File: config.mk
export PLATFORM = sky130hd
export DESIGN_NAME = ctr8_seq
export DESIGN_NICKNAME = d
export VERILOG_FILES = /design/src/rtl/ctr8_seq.sv
export SDC_FILE = /design/constraint.sdc
export NUM_CORES = 1
export LEC_CHECK = 0
export CORE_MARGIN = 2
export CORE_UTILIZATION = 30
export DETAILED_ROUTE_END_ITERATION = 16
export DONT_BUFFER_PORTS = 1
export GPL_ROUTABILITY_DRIVEN = 0
export GPL_TIMING_DRIVEN = 1
export HOLD_SLACK_MARGIN = 0.15
export MAX_ROUTING_LAYER = met4
export PLACE_DENSITY = 0.45
export SYNTH_ARGS = -nofsm -noshare
export SYNTH_HDL_FRONTEND = slang
export SYNTH_SLANG_ARGS = --single-unit
File: constraint.sdc
create_clock -name clk -period 1.9 [get_ports clk]
set_input_delay 0.38 -clock clk [delete_from_list [all_inputs] [get_ports clk]]
set_output_delay 0.38 -clock clk [all_outputs]
set_load 0.01 [all_outputs]
File: src/rtl/ctr8_seq.sv
// Job sequencer for one ctr8 accumulator: clears it, drives x=step for len cycles,
// then returns the final count and a wrap flag over a valid/ready handshake.
module ctr8_seq (
  input  logic       clk,
  input  logic       reset,
  input  logic       cmd_valid,
  output logic       cmd_ready,
  input  logic [7:0] cmd_step,
  input  logic [7:0] cmd_len,
  input  logic       abort,
  output logic       res_valid,
  input  logic       res_ready,
  output logic [7:0] res_data,
  output logic       res_wrap,
  output logic       busy,
  output logic [7:0] ctr_x,
  output logic       ctr_rst,
  input  logic [7:0] ctr_y
);

  localparam logic [2:0] S_IDLE  = 3'd0;
  localparam logic [2:0] S_CLEAR = 3'd1;
  localparam logic [2:0] S_RUN   = 3'd2;
  localparam logic [2:0] S_DRAIN = 3'd3;
  localparam logic [2:0] S_DONE  = 3'd4;

  logic [2:0] state_q, state_d;
  logic [7:0] step_q, step_d;
  logic [8:0] rem_q, rem_d;
  logic       wrap_q, wrap_d;
  logic [7:0] res_data_q, res_data_d;
  logic       res_wrap_q, res_wrap_d;
  // Low during reset and until the first edge after release, so cmd_ready and
  // ctr_rst follow reset without a combinational path from the reset pin.
  logic       live_q;

  logic [8:0] sum;
  assign sum = {1'b0, ctr_y} + {1'b0, step_q};

  always_comb begin
    // NOTE: every variable gets a default first so no path leaves it unassigned (no latch).
    state_d    = state_q;
    step_d     = step_q;
    rem_d      = rem_q;
    wrap_d     = wrap_q;
    res_data_d = res_data_q;
    res_wrap_d = res_wrap_q;
    case (state_q)
      S_IDLE: begin
        if (cmd_valid && live_q) begin
          step_d  = cmd_step;
          rem_d   = (cmd_len == 8'd0) ? 9'd256 : {1'b0, cmd_len};
          state_d = S_CLEAR;
        end
      end
      S_CLEAR: begin
        wrap_d  = 1'b0;
        state_d = S_RUN;
      end
      S_RUN: begin
        wrap_d = wrap_q | sum[8];
        rem_d  = rem_q - 9'd1;
        if (rem_q == 9'd1) state_d = S_DRAIN;
      end
      S_DRAIN: begin
        res_data_d = ctr_y;
        res_wrap_d = wrap_q;
        state_d    = S_DONE;
      end
      S_DONE: begin
        if (res_ready) state_d = S_IDLE;
      end
      default: state_d = S_IDLE;
    endcase
    // Abort wins over every other transition and leaves the last result untouched.
    if (abort && (state_q != S_IDLE)) begin
      state_d    = S_IDLE;
      res_data_d = res_data_q;
      res_wrap_d = res_wrap_q;
    end
  end

  // NOTE: state uses non-blocking assignments and every register, datapath included,
  // is cleared by the asynchronous reset so outputs are defined the moment reset drops.
  always_ff @(posedge clk or negedge reset) begin
    if (!reset) begin
      state_q    <= S_IDLE;
      step_q     <= 8'd0;
      rem_q      <= 9'd0;
      wrap_q     <= 1'b0;
      res_data_q <= 8'd0;
      res_wrap_q <= 1'b0;
      live_q     <= 1'b0;
    end else begin
      state_q    <= state_d;
      step_q     <= step_d;
      rem_q      <= rem_d;
      wrap_q     <= wrap_d;
      res_data_q <= res_data_d;
      res_wrap_q <= res_wrap_d;
      live_q     <= 1'b1;
    end
  end

  assign cmd_ready = live_q && (state_q == S_IDLE);
  assign busy      = (state_q != S_IDLE);
  assign res_valid = (state_q == S_DONE);
  assign res_data  = res_data_q;
  assign res_wrap  = res_wrap_q;
  assign ctr_x     = (state_q == S_RUN) ? step_q : 8'd0;
  assign ctr_rst   = !live_q || (state_q == S_CLEAR);

endmodule
-- Word level (Yosys, flattened, before mapping)
Cells that the tools add are included.
- bits in registers: 31
- logic and storage cells: 44
- input bits: 29
- output and inout port bits: 21
- bitwise operators: 2
- equal/unequal tests: 9
- reductions and logical operators: 14
- muxes and demuxes: 10
- add/subtract/negate cells: 2
- operators by type and width (kind ; number):
    $mux 9 ; 2
    $pmux 9 s2 ; 1
    $pmux 3 s5 ; 1
    $mux 3 ; 4
    $add 8x8->9 ; 1
    $eq 9x1->1 const B ; 1
    $sub 9x1->9 const B ; 1
    $logic_not 8->1 ; 1
    $mux 8 ; 1
    $eq 3x2->1 const B ; 2
    $ne 3x3->1 const B ; 2
    $reduce_and 2->1 ; 3
    $reduce_bool 2->1 ; 2
    $eq 3x1->1 const B ; 1
    $eq 3x3->1 const B ; 1
    $logic_and 1x1->1 ; 3
    $logic_not 3->1 ; 1
    $ne 3x1->1 const B ; 1
    $reduce_and 3->1 ; 1
    $reduce_bool 3->1 ; 1
    $ne 2x2->1 const B ; 1
    $pmux 1 s2 ; 1
    $logic_not 1->1 ; 1
    $logic_or 1x1->1 ; 1
    other kinds (2) ; 2

-- Logic depth before layout (Yosys ltp)
Gate-level depths: netlist (run 1).
- depth after elaboration: 4
- gate-level depth with buffers: 7
- depth with buffers taken out: 5

-- Worst setup path after synthesis (run 1)
Ideal clock, no wire load.
- path type: flip-flop to flip-flop
- from: reg state_q[0]
- to: reg rem_q[7]
- data arrival time: 1.517 ns
- cell stages (with the launch flop): 7
- path slack: 0.265 ns
- period minus slack after synthesis: 1.635 ns
- path buffers: 2
- required time: 1.782 ns
- library setup time: 0.118 ns
- path through: dfrtp_1 -> buf_6 -> or3b_1 -> buf_6 -> nor4_4 -> o21ai_0 -> a21o_1
- cells in the longest elaborated chain, start to end: 3
- elaborated cells between the ends (all ways): 6
- those cells by class: 2 x eq/ne; 1 x mux; 3 x reduce/logical
- RTL lines (item ; RTL line ; text):
    start, declared ; 27 ; logic [2:0] state_q, state_d;
    start signal, assigned ; 95 ; state_q <= state_d;
    $eq 3x2->1 / $logic_not 3->1 (equally long branches) ; 48 ; case (state_q)
    $reduce_bool 2->1 (no source line) / $ne 2x2->1 (equally long branches) ; n/a ;
    $reduce_and 2->1 (no source line) ; n/a ;
    end signal, assigned ; 97 ; rem_q <= rem_d;
    end, declared ; 29 ; logic [8:0] rem_q, rem_d;
Parallel ways exist; a longest one is shown, timed or not.
A chain may end at the register's enable or synchronous reset.

-- Worst setup path after layout (run 1)
- from: reg state_q[0]
- to: out ctr_x[3]
- cells in the longest elaborated chain, start to end: 2
- RTL lines (item ; RTL line ; text):
    $eq 3x2->1 ; 110 ; assign ctr_x = (state_q == S_RUN) ? step_q : 8'd0;
    $mux 8 ; 110 ;
    end, declared ; 16 ; output logic [7:0] ctr_x,
Every way passes these cells.

==> flow_metrics.tcl, run 1 <==
set metrics [dict create \
    drc_errors 0 \
    hp-class "input port to flip-flop" \
    clock_latency_ns 0.29 \
    power.leakage_nw 0.847 \
    regToRegStartpoint "state_q[0]" \
    row_count 27 \
    dr_wl_met2_um 1920 \
    drv_cap 0 \
    synth_cell_types 44 \
    final.fill_count 583 \
    ys_async_sr_fraction_pct 100 \
    grt_pass1_wl_um 6980 \
    ys_top_cells_by_area "dfrtp_1 46%, nand2_1 7.1%, ha_1 6.7%, mux2_2 6.0%, and2_1 4.1%" \
    drt_iter0_markers 41 \
    diodes 0 \
    cts_tree "built" \
    clock_skew_ns 0.00585 \
    die_h_um 79.0 \
    hold-worst-slack_ns 0.196 \
    post_cts_buffers 0 \
    initial_utilization_pct 30.8 \
    cp.arrival_ns 1.41 \
    route.top_layer_used "met4" \
    synth_flop_cell "dfrtp_1" \
    rr_endpoint "rem_q[7]" \
    fin_nets 216 \
    slew-limit-headroom_pct 65.2 \
    antenna_found_initial 0 \
    reg2reg_setup_slack_ns 0.13 \
    ant_nets 0 \
    synth_cells 170 \
    worstSetupPathType "flip-flop to primary output" \
    vias 1304 \
    max_freq_mhz 560 \
    io_buffers 0 \
    dieWidth_um 79.0 \
    reg2regPathDepth 4 \
    cts_sinks 31 \
    irDropWorstVdd_v 0.000345 \
    setup_viol 0 \
    layout-drive-gt1-share_pct 17.9 \
    grt_setup_unrepaired "false" \
    dr.pass1.iters 4 \
    finalCritPeriodShare_pct 94.0 \
    slew_viol_final 0 \
    wire_per_inst_um 16.1 \
    numCtsBuffers 5 \
    num_io_pins 50 \
    status "finished clean" \
    place_hpwl_um 3010 \
    worstSetupStartpointType "flip-flop" \
    power.total_mw 2.16 \
    routed_wl_um 4040 \
    grtUsageTotal_pct 14.9 \
    htree_levels 2 \
    die_area_um2 6240 \
    root_buffer "clkbuf_8" \
    synth_fp_nets 208 \
    ys_seq_area_share_pct 46.0 \
    synth_edf_count 0 \
    worst_slew_pin_slew_ns 0.521 \
    grt_max_degree 32 \
    cp.required_ns 1.52 \
    yosys_warnings 0 \
    vias_per_cell 5.20 \
    crit_fanout 9 \
    ys_seq_elements 31 \
    drt-met1-wl_um 1720 \
    hold_depth 2 \
    powerDensity_nw_per_um2 1130 \
    syn-cell-area_um2 1690 \
    grt_remaining_overflow 0 \
    clockBufferDepth 2 \
    core_um2 5470 \
    yosys.area.top_type "dfrtp_1" \
    min_period_ns 1.79 \
    synth_top_area_share_pct 46.0 \
    synthToLayoutAreaGrowth_pct 14.0 \
    avgSynthCellArea_um2 9.92 \
    min_from "cmd_step[0]" \
    grt_pass1_vias 1383 \
    hold_end "step_q[0]" \
    met3_length_um 344 \
    clk_pin_slew_ns 0.07 \
    hold_viol 0 \
    crit_path_end_kind "primary output" \
    fin_setup_tns_ns 0 \
]
## cell families after synthesis
kind of cell / share of synthesized area, %
and+or+nand+nor: 25.4
DFF: 46.0
AOI/OAI and AO/OA: 11.3
buffers and inverters: 3.93
adders and majority gates: 6.68
muxes: 6.01
other: 0.222
xor gates and xnor gates: 0.519
## worst max path at each step
stage | from | end | slack (ns) | depth (start not counted)
6_report | state_q[0] | ctr_x[3] | 0.11 | 3
5_1_grt | state_q[0] | ctr_x[2] | 0.03 | 3
4_1_cts | state_q[0] | cmd_ready | 0.05 | 2
3_5_place_dp | state_q[0] | rem_q[7] | 0.14 | 4
3_3_place_gp | state_q[0] | rem_q[7] | 0.19 | 4
2_1_floorplan | state_q[0] | rem_q[7] | 0.26 | 6
## what timing repair did
action,in CTS,in global routing
hold buffers,3,0
gates resized for setup,0,4
endpoints found under the hold margin,33,0
setup endpoints to repair,0,16
## power by group
group | switching, mW | internal (mW) | leakage (nW) | total [mW]
clock | 0.266 | 0.329 | 0.0505 | 0.596
combinational | 0.247 | 0.240 | 0.413 | 0.487
sequential | 0.237 | 0.844 | 0.383 | 1.08
total | 0.750 | 1.41 | 0.847 | 2.16
## critical path, cell delays in order (launching register included)
cell and delay [ns]:
dfrtp_2 0.47, nor3b_2 0.25, buf_4 0.20, and2_1 0.19
## flip-flops by register name, indices dropped and copies added, names as in the netlist
register	count
state_q	3
res_data	8
live_q	1
res_wrap	1
step_q	8
rem_q	9
wrap_q	1
## synthesized netlist by cell type (2+ instances only)
cell type  number
clkbuf_1        3
mux2_2          9
and2_1         11
nor4_1          4
a22oi_1         2
buf_6           2
nand2b_1        2
nor2_1          5
a21o_1          2
nor3_1          7
buf_2           2
nand2_1        32
ha_1            9
a21oi_1         5
dfrtp_1        31
inv_1           4
o21ai_0         8
nand3_1         5
nand4_1         2
## cells in the final DEF (no fill, tap or decap), types with 2 or more instances in the layout
master         instances
nand3_1                5
dlygate4sd3_1          2
dfrtp_1               29
and2_1                11
inv_1                  4
ha_1                   9
nor2_1                 5
o21ai_0                8
dfrtp_2                2
nor3_1                 6
nor4_1                 4
a22oi_1                2
buf_4                  6
nand4_1                2
mux2_2                 9
clkbuf_8               7
a21oi_1                5
nand2_1               32
a21o_1                 2
nand2b_1               2
## stage by stage
step           utilization [%]  setup WS [ns]  instances  instance area, um^2
4_1_cts                   35.0         0.0529        251                 1910
6_report                  35.1          0.114        251                 1920
3_3_place_gp              32.4          0.192        240                 1770
2_1_floorplan                -          0.265        170                 1690
3_5_place_dp              32.4          0.141        240                 1770
5_1_grt                   35.1         0.0280        251                 1920
## routing by layer
| layer | vias up | track usage, % |
|---|---|---|
| met2 | 49 | 22.5 |
| met1 | 628 | 18.4 |
| li1 | 619 | - |
| met5 | - | - |
| met4 | 0 | 5.17 |
| met3 | 8 | 5.68 |
## cell type report
type	count	area [um^2]	area share, %
multi-input cells	127	851	44.2
repair buffers	9	85.1	4.42
clock buffers	7	96.3	5.01
flip-flops and latches	31	778	40.5
clock inverters	1	7.51	0.390
inverters	4	15.0	0.781
well taps	72	90.1	4.68
No activity file was read; power rests on OpenSTA's default activity.
==> inputs of run 2 (changes only) <==
--- a/config.mk
+++ b/config.mk
@@ -5,7 +5,7 @@
 export SDC_FILE = /design/constraint.sdc
 export NUM_CORES = 1
 export LEC_CHECK = 0
-export CORE_MARGIN = 2
+export CORE_MARGIN = 5
 export CORE_UTILIZATION = 30
 export DETAILED_ROUTE_END_ITERATION = 16
 export DONT_BUFFER_PORTS = 1
==> constraint.sdc (replaced) <==
create_clock -name clk -period 2.25 [get_ports clk]
set_input_delay 0.45 -clock clk [delete_from_list [all_inputs] [get_ports clk]]
set_output_delay 0.45 -clock clk [all_outputs]
set_load 0.01 [all_outputs]
==> run 2 against run 1 <==
Compared with the run above: critical path depth unchanged; clock skew decreased by 0.0011 ns; sequential power decreased by 16%; global-route usage decreased by 2.4 points; combinational power decreased by 16%; first-iteration DRC count increased by 12%; design area decreased by 3.0%.
==> flow_metrics.tcl, run 2 (synthesis gave the netlist of run 1 again) <==
set metrics [dict create \
    status "finished clean" \
    initial_utilization_pct 30.8 \
    antenna_found_initial 0 \
    drv_cap 0 \
    die_h_um 85.0 \
    largest_reg_flops 9 \
    rr_endpoint "rem_q[4]" \
    clk_pin_slew_ns 0.06 \
    wire_per_inst_um 16.6 \
    worstSetupPathType "flip-flop to primary output" \
    met3_length_um 252 \
    grt_remaining_overflow 0 \
    cts_sinks 31 \
    route.top_layer_used "met4" \
    irDropWorstVdd_v 0.000341 \
    final_util_pct 34.1 \
    num_io_pins 50 \
    max_freq_mhz 484 \
    grt_max_degree 32 \
    ant_nets 0 \
    fin_setup_tns_ns 0 \
    routed_wl_um 4090 \
    min_period_ns 2.06 \
    grtUsageTotal_pct 12.5 \
    synthToLayoutAreaGrowth_pct 10.6 \
    final_common_cell "nand2_1" \
    cp.required_ns 1.80 \
    reg2regPathDepth 5 \
    row_count 27 \
    grt_pass1_vias 1333 \
    numCtsBuffers 5 \
    fin_nets 214 \
    die_area_um2 7220 \
    clockBufferDepth 2 \
    worstSetupStartpointType "flip-flop" \
    root_buffer "clkbuf_8" \
    io_buffers 0 \
    final_cell_mix "32 x nand2_1, 31 x dfrtp_1, 11 x and2_1" \
    drt_iter0_markers 46 \
    diodes 0 \
    vias 1271 \
    cp.arrival_ns 1.61 \
    hold_viol 0 \
    power.leakage_nw 0.825 \
    setup_viol 0 \
    drt-met1-wl_um 1810 \
    slew_viol_final 0 \
    worst_slew_pin_slew_ns 0.532 \
    regMostFlops "rem_q" \
    hp-class "input port to flip-flop" \
    dieWidth_um 85.0 \
    min_from "abort" \
    power.total_mw 1.71 \
    clock_latency_ns 0.28 \
    drc_errors 0 \
    post_cts_buffers 0 \
    vias_per_cell 5.15 \
    finalCritPeriodShare_pct 91.8 \
    regToRegStartpoint "state_q[1]" \
    cts_resized 0 \
    clock_skew_ns 0.00471 \
    grt_pass1_wl_um 6840 \
    crit_fanout 8 \
    slew-limit-headroom_pct 64.4 \
    layout-drive-gt1-share_pct 14.3 \
    grt_setup_unrepaired "false" \
    powerDensity_nw_per_um2 918 \
    cts_tree "built" \
    hold_end "state_q[1]" \
    htree_levels 2 \
    core_um2 5470 \
    dr.pass1.iters 4 \
    dr_wl_met2_um 1970 \
    reg2reg_setup_slack_ns 0.45 \
    place_hpwl_um 3130 \
    hold_depth 1 \
    crit_path_end_kind "primary output" \
]
## run 2: how the worst max path moves through the flow
stage               start  endpoint  slack, ns  depth (start not counted)
6_report       state_q[1]  ctr_x[2]       0.19                          3
5_1_grt        state_q[1]  ctr_x[2]       0.05                          3
4_1_cts        state_q[0]  ctr_x[2]       0.17                          3
3_5_place_dp   state_q[0]  rem_q[7]       0.48                          4
3_3_place_gp   state_q[0]  rem_q[4]       0.46                          5
2_1_floorplan  state_q[0]  rem_q[7]       0.61                          6
## run 2: repair_timing
action / 4_1_cts / 5_1_grt
endpoints found under the setup margin: 0 / 0
hold buffers: 2 / 0
hold endpoints to repair: 31 / 0
## run 2: power by group
part / internal [mW] / switching (mW) / total [mW]
Sequential: 0.713 / 0.199 / 0.912
Combinational: 0.202 / 0.205 / 0.407
Clock: 0.206 / 0.189 / 0.395
Total: 1.12 / 0.593 / 1.71
## run 2: final cells by class
cell class / instances / area (um^2)
Tap cell: 72 / 90.1
Clock buffer: 6 / 72.6
Timing Repair Buffer: 7 / 67.6
Sequential cell: 31 / 776
Fill cell: 596 / 3610
Multi-Input combinational cell: 127 / 845
Inverter: 4 / 15.0
## run 2: critical path, cell delays in order (launching register included)
cell and delay (ns):
dfrtp_1 0.46, nor3b_2 0.46, buf_4 0.22, and2_1 0.19
## run 2: per-stage QoR
| stage | setup WS (ns) | area (um^2) | instances | hold WS [ns] |
|---|---|---|---|---|
| floorplan | 0.615 | 1690 | 170 | 0.154 |
| global placement | 0.465 | 1760 | 239 | 0.156 |
| detailed placement | 0.475 | 1760 | 239 | 0.156 |
| CTS | 0.167 | 1870 | 247 | 0.224 |
| global route | 0.0509 | 1870 | 247 | 0.224 |
| finish | 0.185 | 1870 | 247 | 0.234 |
## run 2: metal layers
layer | global-route usage [%] | vias to the layer above
li1 | - | 611
met1 | 14.7 | 617
met2 | 19.7 | 37
met3 | 4.37 | 6
met4 | 4.32 | 0
met5 | - | -
==> inputs of run 3 (changes only) <==
--- a/config.mk
+++ b/config.mk
@@ -7,13 +7,15 @@
 export LEC_CHECK = 0
 export CORE_MARGIN = 5
 export CORE_UTILIZATION = 30
+export CTS_CLUSTER_DIAMETER = 60
 export DETAILED_ROUTE_END_ITERATION = 16
 export DONT_BUFFER_PORTS = 1
 export GPL_ROUTABILITY_DRIVEN = 0
 export GPL_TIMING_DRIVEN = 1
-export HOLD_SLACK_MARGIN = 0.15
+export HOLD_SLACK_MARGIN = 0.03
 export MAX_ROUTING_LAYER = met4
 export PLACE_DENSITY = 0.45
+export SKIP_CTS_REPAIR_TIMING = 1
 export SYNTH_ARGS = -nofsm -noshare
 export SYNTH_HDL_FRONTEND = slang
 export SYNTH_SLANG_ARGS = --single-unit
==> run 3 against run 2 <==
Compared with the run above: count of clock-buffer cells in the layout unchanged; core utilization stayed put; die area did not move; sequential share of layout area unchanged; non-clock buffer count did not move; design area stayed put; global-route usage shrank 0.062 points; critical endpoint unchanged; wire length down 0.51%; register-to-register slack hardly changed.
==> flow_metrics.tcl, run 3 (synthesis gave the netlist of run 1 again) <==
set metrics [dict create \
    status "finished clean" \
    cts_sinks 31 \
    worst_slew_pin_slew_ns 0.532 \
    drv_cap 0 \
    cp.arrival_ns 1.61 \
    slew-limit-headroom_pct 64.4 \
    routed_wl_um 4070 \
    initial_utilization_pct 30.8 \
    grt_pass1_wl_um 6800 \
    slew_viol_final 0 \
    final_cell_mix "32 x nand2_1, 31 x dfrtp_1, 11 x and2_1" \
    row_count 27 \
    setup_viol 0 \
    power.total_mw 1.71 \
    dieWidth_um 85.0 \
    clock_latency_ns 0.28 \
    cp.required_ns 1.80 \
    die_h_um 85.0 \
    regMostFlops "rem_q" \
    slowest_delay_ns 0.46 \
    drt_iter0_markers 48 \
    place_hpwl_um 3130 \
    power.leakage_nw 0.825 \
    finalCritPeriodShare_pct 91.6 \
    synthToLayoutAreaGrowth_pct 10.6 \
    wire_per_inst_um 16.5 \
    reg2regPathDepth 5 \
    largest_reg_flops 9 \
    core_um2 5470 \
    numCtsBuffers 5 \
    crit_path_end_kind "primary output" \
    hp-class "input port to flip-flop" \
    cp_cell_sequence "nor3b_2 -> buf_4 -> and2_1" \
    hold_viol 0 \
    worstSetupPathType "flip-flop to primary output" \
    htree_levels 2 \
    fin_nets 214 \
    antenna_found_initial 0 \
    io_buffers 0 \
    grt_remaining_overflow 0 \
    clk_pin_slew_ns 0.06 \
    die_area_um2 7220 \
    vias 1269 \
    ant_nets 0 \
    drc_errors 0 \
    vias_per_cell 5.14 \
    grt_pass1_vias 1307 \
    min_period_ns 2.06 \
    final_common_cell "nand2_1" \
    worstSetupStartpointType "flip-flop" \
    root_buffer "clkbuf_8" \
    cp_slowest_cell "dfrtp_1" \
    hold_depth 1 \
    cts_tree "built" \
    diodes 0 \
    fin_setup_tns_ns 0 \
    clockBufferDepth 2 \
    max_freq_mhz 485 \
    clock_skew_ns 0.00471 \
    grt_setup_unrepaired "false" \
    num_io_pins 50 \
    grtUsageTotal_pct 12.4 \
    dr.pass1.iters 5 \
    grt_max_degree 32 \
    irDropWorstVdd_v 0.000342 \
    powerDensity_nw_per_um2 918 \
    crit_fanout 8 \
    layout-drive-gt1-share_pct 14.3 \
]
run 3: cell counts in the layout (fill, tap and decap cells not counted):
Identical to the previous run, type by type.
run 3: cell type report:
class                   count  area, um^2
well taps                  72        90.1
inverters                   4        15.0
fillers                   597        3610
multi-input cells         127         845
clock buffers               6        72.6
flip-flops and latches     31         776
repair buffers              7        67.6
run 3: where the power goes:
part / internal, mW / switching, mW
logic: 0.202 / 0.205
clock network: 0.206 / 0.190
registers: 0.713 / 0.198
run 3: critical path: cells and delay by family, from the launching register on:
family,cells,cell delay [ns]
buffers and inverters,1,0.22
flip-flops,1,0.46
AND/OR/NAND/NOR,2,0.65
run 3: path summary, 6_finish.rpt:
| check | from | end | slack (ns) |
|---|---|---|---|
| max | state_q[1] | ctr_x[2] | 0.19 |
| min in group asynchronous | reset | step_q[3] | 0.62 |
| max reg2reg | state_q[1] | rem_q[4] | 0.46 |
| max in group asynchronous | reset | res_data[6] | 1.46 |
| min reg2reg | rem_q[7] | rem_q[7] | 0.48 |
| min | abort | state_q[2] | 0.23 |
run 3: per-stage QoR:
step / area, um^2 / utilization (%) / std cells / hold slack [ns] / setup slack, ns
2_1_floorplan: 1690 / - / 170 / 0.154 / 0.615
3_3_place_gp: 1760 / 32.2 / 239 / 0.156 / 0.465
3_5_place_dp: 1760 / 32.2 / 239 / 0.156 / 0.475
4_1_cts: 1840 / 33.5 / 245 / -0.146 / 0.167
5_1_grt: 1870 / 34.1 / 247 / 0.224 / 0.0509
6_report: 1870 / 34.1 / 247 / 0.234 / 0.190
run 3: per-layer routing:
metal | up-vias | global-route usage [%] | routed length, um | part of all wire (%)
met5 | - | - | 0 | 0
met4 | 0 | 4.32 | 59 | 1.4
met3 | 6 | 4.37 | 254 | 6.2
met2 | 37 | 19.4 | 1980 | 49
met1 | 614 | 14.8 | 1770 | 44
li1 | 612 | - | - | -
